[src/rtl/serial_mult_ctrl.sv]
// Bit-serial shift-and-add unsigned multiplier. A single full-adder slice and
// carry flop produce every partial-product bit, giving a fixed WIDTH*(WIDTH+1) cycle latency.
module serial_mult_ctrl #(
  parameter int WIDTH = 8
) (
  input  logic                 clk,
  input  logic                 reset,
  input  logic                 start,
  input  logic [WIDTH-1:0]     a,
  input  logic [WIDTH-1:0]     b,
  output logic                 busy,
  output logic                 done,
  output logic [2*WIDTH-1:0]   product
);

  localparam int CW = $clog2(WIDTH);
  localparam logic [CW-1:0] LAST = CW'(WIDTH - 1);

  typedef enum logic [1:0] {IDLE, ADD, SHIFT, DONE} state_t;

  state_t               state_q;
  logic [WIDTH-1:0]     m_q, a_q, q_q;
  logic                 c_q;
  logic [CW-1:0]        bit_cnt_q, iter_cnt_q;
  logic                 busy_q, done_q;
  logic [2*WIDTH-1:0]   product_q;

  logic                 addend_d, sum_d, carry_d;
  logic [WIDTH-1:0]     a_shift_d, q_shift_d;

  // The one full-adder slice shared by every bit of every partial product.
  assign addend_d = m_q[0] & q_q[0];
  assign sum_d    = a_q[0] ^ addend_d ^ c_q;
  assign carry_d  = (a_q[0] & addend_d) | (a_q[0] & c_q) | (addend_d & c_q);

  // {C,A,Q} logical right shift by one, carry cleared.
  assign a_shift_d = {c_q, a_q[WIDTH-1:1]};
  assign q_shift_d = {a_q[0], q_q[WIDTH-1:1]};

  always_ff @(posedge clk or negedge reset) begin
    if (!reset) begin
      state_q    <= IDLE;
      m_q        <= '0;
      a_q        <= '0;
      q_q        <= '0;
      c_q        <= 1'b0;
      bit_cnt_q  <= '0;
      iter_cnt_q <= '0;
      busy_q     <= 1'b0;
      done_q     <= 1'b0;
      product_q  <= '0;
    end else begin
      done_q <= 1'b0;
      case (state_q)
        IDLE: begin
          if (start) begin
            m_q        <= a;
            q_q        <= b;
            a_q        <= '0;
            c_q        <= 1'b0;
            bit_cnt_q  <= '0;
            iter_cnt_q <= '0;
            busy_q     <= 1'b1;
            state_q    <= ADD;
          end
        end
        ADD: begin
          // Full WIDTH rotations every pass, so M returns to its original value.
          a_q <= {sum_d, a_q[WIDTH-1:1]};
          m_q <= {m_q[0], m_q[WIDTH-1:1]};
          c_q <= carry_d;
          if (bit_cnt_q == LAST) begin
            bit_cnt_q <= '0;
            state_q   <= SHIFT;
          end else begin
            bit_cnt_q <= bit_cnt_q + CW'(1);
          end
        end
        SHIFT: begin
          c_q <= 1'b0;
          a_q <= a_shift_d;
          q_q <= q_shift_d;
          if (iter_cnt_q == LAST) begin
            iter_cnt_q <= '0;
            busy_q     <= 1'b0;
            done_q     <= 1'b1;
            product_q  <= {a_shift_d, q_shift_d};
            state_q    <= DONE;
          end else begin
            iter_cnt_q <= iter_cnt_q + CW'(1);
            state_q    <= ADD;
          end
        end
        DONE: begin
          state_q <= IDLE;
        end
        default: begin
          state_q <= IDLE;
        end
      endcase
    end
  end

  assign busy    = busy_q;
  assign done    = done_q;
  assign product = product_q;

endmodule

[config.mk]
export PLATFORM = sky130hd
export DESIGN_NAME = serial_mult_ctrl
export DESIGN_NICKNAME = d
export VERILOG_FILES = /design/src/rtl/serial_mult_ctrl.sv
export SDC_FILE = /design/constraint.sdc
export NUM_CORES = 1
export LEC_CHECK = 0
export ABC_AREA = 0
export CORE_UTILIZATION = 40
export CTS_CLUSTER_SIZE = 20
export DETAILED_ROUTE_END_ITERATION = 8
export SYNTH_ARGS = -nofsm -noshare
export SYNTH_HDL_FRONTEND = slang
export SYNTH_SLANG_ARGS = --single-unit
export TNS_END_PERCENT = 100
[constraint.sdc]
create_clock -name clk -period 2.4 [get_ports clk]
set_input_delay 0.48 -clock clk [delete_from_list [all_inputs] [get_ports clk]]
set_output_delay 0.48 -clock clk [all_outputs]
set_load 0.005 [all_outputs]
==> metrics.md, run 1 <==
| Metric | Value |
|---|---|
| Post-route ant nets | 0 |
| Overall routed net length | approximately 5000 um |
| Status | completed |
| Non-Filler Cell Area, Final | 0.00289 mm^2 |
| Layout cells sized above 1 | between 10% and 20% |
| Post_cts resized | 0 |
| Fin nets | 255 |
| Fin Setup TNS | 0 ns |
| Final worst hold slack | ~0.14 ns |
| Pleak | about 1.3 nW |
| Total GRT Usage | between 10% and 20% |
| Clk buf depth | 2 |
| Htree depth | 2 |
| Die ar. | about 0.0063 mm^2 |
| Die Y | about 80 um |
| CTS buffer count | 5 |
| Worst path max stage delay | 0.42 ns |
| WL per Instance | about 17 um |
| Vias post-DR | about 1700 |
| Total congestion overflow | 0 |
| CP endpoint kind | register |
| DR pass1 iterations | 4 |
| Main synth FF type | dfrtp_1 |
| DRC | 0 |
| Clock root cell | clkbuf_8 |
| CP required | 2.59 ns |
| Most used cell, CP | ha_1 |
| Area grow syn2layout | 20.3% |
| Peak VDD IR | approximately 0.00038 V |
| Hold-fix buffers at CTS | 0 |
| HPWL Detailed | around 3400 um |
| Worst path cell trace | ha_1 > ha_1 > nand2_2 > inv_1 > o41a_1 |
| Worst Skew | approximately 0.01 ns |
| Synth Net Count | 220 |
| Post-synth cell types | 30 |
| FF/Latch Area | between 0.001 and 0.0015 mm^2 |
| #FFs+latches synth | 51 |
| Fmax | between 0.5 and 0.6 GHz |
| Fin util | approximately half |
| Initial antenna violation count | 0 |
| Post-Syn Instances | approximately 190 |
| Cell Rows | 27 |
| HP Class | in2async |
| N_diodes | 0 |
| Crit path max-delay family | adder cells |
| Arrival time worst endpoint | 2.03 ns |
| RSZ-0062 raised after global routing | no |
| DRT iter0 DRCs | 73 |
| Placed cell area | between 0.002 and 0.003 mm^2 |
| Register area share after synthesis | between 50 and 60% |
| Critical path launch point | iter_cnt_q[0] |
| Ys Warns | 0 |
| Total core area | 0.00564 mm^2 |
| Max-Cap Viols | 0 |
| Largest net degree at the start of global routing | 29 |
| Critical-path top delay cell | o41a_1 |
| Wire length of the first global-routing pass | about 8500 um |
| Number of enable flip-flop cells after synthesis | 0 |
| Final Cycle Share | 76.8% |
| IO Pins | 37 |
| Worst setup path category | reg2reg |
| Slew Viols, Final | 0 |
| Type of origin of the critical path | register |
| CTS Sinks | a little over 50 |
| Final Hold Vio Count | 0 |
| Post-layout min period | 1.84 ns |
| RePlAce Congestion | between 0.6 and 0.7 |
| R2r startpoint | iter_cnt_q[0] |
| Post-CTS setup buffer count | 0 |
| Die Wd | a little under 80 um |
| Vias in the first global route | between 1500 and 2000 |
| # fillers | around 490 |
| Total power draw | around 2.9 mW |
| Worst slew pin tran | between 0.7 and 0.8 ns |
| Setup Viol. Count Final | 0 |
| CTS tree | built |
| Max FO, Critical Path | 17 |
| FFs w/ async S/R, synth | 100% |
| Clk Latency, worst-skew pair | 0.31 ns |
| Number of port buffers | 36 |
| Multi-input gate area | around 0.0010 mm^2 |
| Avg Vias per Cell | around 5.7 |
| Syn_area_per_cell | 12.5 um^2 |
| Synth Cell Area | ~0.0024 mm^2 |
| WP buf/inv | 1 |
| Clk slew on worst S/H paths | 0.10 ns |
| Slew margin rel. | a little over half |
| Initial core utilization | a little over two fifths |
| Pwr dens | about 1000 mW/mm^2 |
## cells in the mapped netlist (2+ instances only)
cell type | count | share of area, %
dfrtp_1 | 51 | 53
a21oi_1 | 17 | 3.5
a221o_1 | 16 | 6.7
mux2_2 | 16 | 7.5
nand2b_1 | 16 | 4.2
nand3_1 | 16 | 3.3
a22o_1 | 14 | 5.1
ha_1 | 7 | 3.6
buf_6 | 5 | 2.3
buf_4 | 3 | 0.94
clkbuf_1 | 3 | 0.47
inv_1 | 3 | 0.47
nand2_1 | 3 | 0.47
nor2_1 | 3 | 0.47
o21ai_0 | 3 | 0.62
and2_4 | 2 | 0.73
buf_2 | 2 | 0.42
## kinds of logic (layout without fill, tap and decap cells)
family | count (synthesis) | in the layout | share of synthesized area, %
flip-flops | 51 | 51 | 53.1
buffers and inverters | 16 | 52 | 4.63
AND/OR/NAND/NOR | 45 | 45 | 10.8
adder cells (fa/ha/maj) | 8 | 8 | 4.48
multiplexers | 17 | 17 | 8.43
AO/OA/AOI/OAI | 56 | 56 | 18.5
## power by group
group	internal, mW	switching, mW	total, mW
Clock	0.209	0.305	0.514
Combinational	0.559	0.635	1.19
Sequential	1.05	0.155	1.20
Total	1.81	1.09	2.91
## final cells by class
class	instances	area share, %
clock inverter	3	0.822
tap	72	3.12
clock buffer	5	2.38
sequential	51	44.1
inverter	3	0.389
multi-input combinational	126	35.1
timing repair buffer	41	14.0
## final timing paths
kind,depth (start not counted),end,slack (ns)
max,5,state_q[1],0.56
min,1,product[6],0.14
max reg2reg,5,state_q[1],0.56
min reg2reg,1,product[4],0.51
max in group asynchronous,2,m_q[2],1.71
min in group clk,1,product[4],0.51
## cells in the final DEF, fill, tap and decap left out, types with 2 or more instances in the layout
master and count:
o21ai_0 3, a221o_1 16, clkdlybuf4s50_1 35, nand3_1 16
dfrtp_1 51, mux2_2 16, a22o_1 14, buf_4 4
nor2_1 3, nand2b_1 16, nand2_1 3, ha_1 7
a21oi_1 17, inv_1 3, and2_4 2, clkinvlp_4 2
clkbuf_8 5
## state kept, by name, indices dropped and copies added (netlist names)
register / cells
a_q: 8
bit_cnt_q: 3
busy: 1
c_q: 1
done: 1
iter_cnt_q: 3
m_q: 8
product: 16
q_q: 8
state_q: 2
## stage by stage
step	worst slack (ns)	cells
2_1_floorplan	0.803	193
3_3_place_gp	0.454	293
3_5_place_dp	0.397	293
4_1_cts	0.514	301
5_1_grt	0.423	301
6_report	0.556	301
## per-layer routing
metal  up-vias  global-route usage [%]  wire length, um
li1        790                       -                -
met1       863                    22.7             2310
met2        42                    28.5             2400
met3         6                    4.34              228
met4         0                    4.36               42
met5         -                       0                0
Power figures use the tool's default switching activity.
==> run 2: changes to the inputs <==
==> constraint.sdc (replaced) <==
create_clock -name clk -period 1.5 [get_ports clk]
set_input_delay 0.3 -clock clk [delete_from_list [all_inputs] [get_ports clk]]
set_output_delay 0.3 -clock clk [all_outputs]
set_load 0.005 [all_outputs]
==> run 2 against run 1 <==
Against the previous run: the flow now finishes with violations (negative setup slack); cell count up 8.0%; critical path depth shrank 1; utilization grew 6.2 points; sequential share of layout area shrank 4.7 points; critical endpoint is now a_q[7].
==> metrics.md, run 2 (same netlist as run 1, synthesis figures left out) <==
| Metric | Value |
|---|---|
| Status | complete, but fails checks |
| Violated checks | negative setup slack |
| CTS buffer count | 5 (unchanged) |
| CP endpoint kind | register |
| Setup Viol. Count Final | 8 (+8) |
| Clk slew on worst S/H paths | 0.10 ns (about the same) |
| Clk buf depth | 2 (unchanged) |
| Total core area | 0.00564 mm^2 (unchanged) |
| Arrival time worst endpoint | 1.74 ns (-0.29 ns) |
| Type of origin of the critical path | register |
| HP Class | in2async |
| CTS tree | built |
| Worst path cell trace | and2_4 > fa_1 > a22o_1 > a32o_1 |
| Htree depth | 2 (unchanged) |
| WL per Instance | 16.1 um (-2.7%) |
| Slew margin rel. | 76.2% (+23 points) |
| Total GRT Usage | 18.4% (+1.1 points) |
| Non-Filler Cell Area, Final | 0.00324 mm^2 (+12%) |
| Pwr dens | 1650 mW/mm^2 (+64%) |
| Avg Vias per Cell | 5.41 (-4.3%) |
| Cell Rows | 27 (unchanged) |
| Initial core utilization | 42.6% (unchanged) |
| Layout cells sized above 1 | 26.5% (+11 points) |
| Clk Latency, worst-skew pair | 0.31 ns (about the same) |
| Critical-path top delay cell | fa_1 |
| Worst setup margin | -0.0396 ns (-0.596 ns) |
| Placed cell area | 0.00299 mm^2 (+6.9%) |
| Slew Viols, Final | 0 (unchanged) |
| Post-route ant nets | 0 (unchanged) |
| Total power draw | 5.34 mW (+84%) |
| Non-Filler Instances | 325 (+8.0%) |
| Die Wd | 79.5 um (unchanged) |
| Initial antenna violation count | 0 (unchanged) |
| Placed cells | 313 (+6.8%) |
| Wire length of the first global-routing pass | 8990 um (+6.2%) |
| Final Cycle Share | 103% (+26 points) |
| DR pass1 iterations | 4 (unchanged) |
| DRT iter0 DRCs | 128 (+75%) |
| Number of flip-flops under the largest register name | 16 (unchanged) |
| HPWL Detailed | 3530 um (+3.0%) |
| Die ar. | 0.00632 mm^2 (unchanged) |
| Overall routed net length | 5230 um (+5.0%) |
| CP required | 1.70 ns (-0.89 ns) |
| Max FO, Critical Path | 2 (-15) |
| Most frequent cells in the layout | 51 x dfrtp_1, 22 x buf_4, 19 x clkdlybuf4s50_1, 17 x a21oi_1 |
| Pleak | 1.76 nW (+34%) |
| CTS Sinks | 51 (unchanged) |
| DRC | 0 (unchanged) |
| Vias in the first global route | 1804 (+4.5%) |
| Clock root cell | clkbuf_8 |
| Final worst hold slack | 0.499 ns (+0.357 ns) |
| Fmax | 0.650 GHz (+20%) |
| Vias post-DR | 1758 (+3.4%) |
| Worst path max stage delay | 0.43 ns (about the same) |
| N_diodes | 0 (unchanged) |
| Max-Cap Viols | 0 (unchanged) |
| Largest net degree at the start of global routing | 52 (+79%) |
| Worst setup path category | reg2reg |
| Worst Skew | 0.00934 ns (-0.000600 ns) |
| Post-layout min period | 1.54 ns (-0.304 ns) |
| Commonest non-fill, non-tap cell in the layout | dfrtp_1 |
| RePlAce Congestion | 0.761 (+9.7%) |
| IO Pins | 37 (unchanged) |
| Number of port buffers | 36 (unchanged) |
| Area grow syn2layout | 34.8% |
| Worst slew pin tran | 0.354 ns (-0.348 ns) |
| R2r worst-path depth | 4 (-1) |
| Total congestion overflow | 0 (unchanged) |
| RSZ-0062 raised after global routing | yes |
| Fin nets | 279 (+9.4%) |
| Peak VDD IR | 0.000688 V (+84%) |
| Die Y | 79.5 um (unchanged) |
| Final Hold Vio Count | 0 (unchanged) |
-- run 2: area by class of cell --
cell class                 instances  area, um^2
sequential                        51        1280
inverter                           3        11.3
timing repair buffer              65         673
fill                             453        2400
tap                               72        90.1
multi-input combinational        126        1070
clock buffer                       5        68.8
clock inverter                     3        46.3
-- run 2: power breakdown --
group          switching (mW)  leakage, nW  internal (mW)  total (mW)
clock                   0.475       0.0548          0.503       0.978
combinational            1.16         1.02           1.28        2.44
sequential              0.244        0.681           1.67        1.92
total                    1.88         1.76           3.45        5.34
-- run 2: worst paths after layout --
kind,startpoint,slack [ns],endpoint
worst min-delay path,reset,0.50,product[2]
min in group clk,product[2],0.51,product[2]
worst max-delay path,m_q[0],-0.04,a_q[7]
worst min register to register,product[2],0.51,product[2]
worst max register to register,m_q[0],-0.04,a_q[7]
max in group asynchronous,reset,0.76,a_q[6]
-- run 2: through the flow --
step / setup WS [ns] / utilization, % / setup TNS [ns]
global placement: -0.184 / 53.0 / -3.21
floorplan: 0.00166 / - / 0
CTS: -0.0452 / 56.4 / -0.0494
finish: -0.0396 / 57.4 / -0.0665
global route: -0.104 / 57.4 / -1.14
detailed placement: -0.213 / 53.0 / -4.12
-- run 2: worst max-delay path, delay by kind of cell, from the launching register on --
kind            cells  cell delay, ns
fa+ha+maj           1            0.43
compound gates      2            0.43
flops               1            0.40
simple gates        1            0.17
-- run 2: repair_timing --
item	in CTS	in global routing
setup buffers	1	2
resized for setup	12	18
setup endpoints to repair	42	46
pin swaps	1	1
hold buffers	1	0
endpoints found under the hold margin	51	0
-- run 2: routing by layer --
layer | global-route usage (%) | wire (um)
met4 | 5.64 | 72
met2 | 29.7 | 2590
met1 | 24.7 | 2370
met3 | 3.77 | 191
met5 | 0 | 0
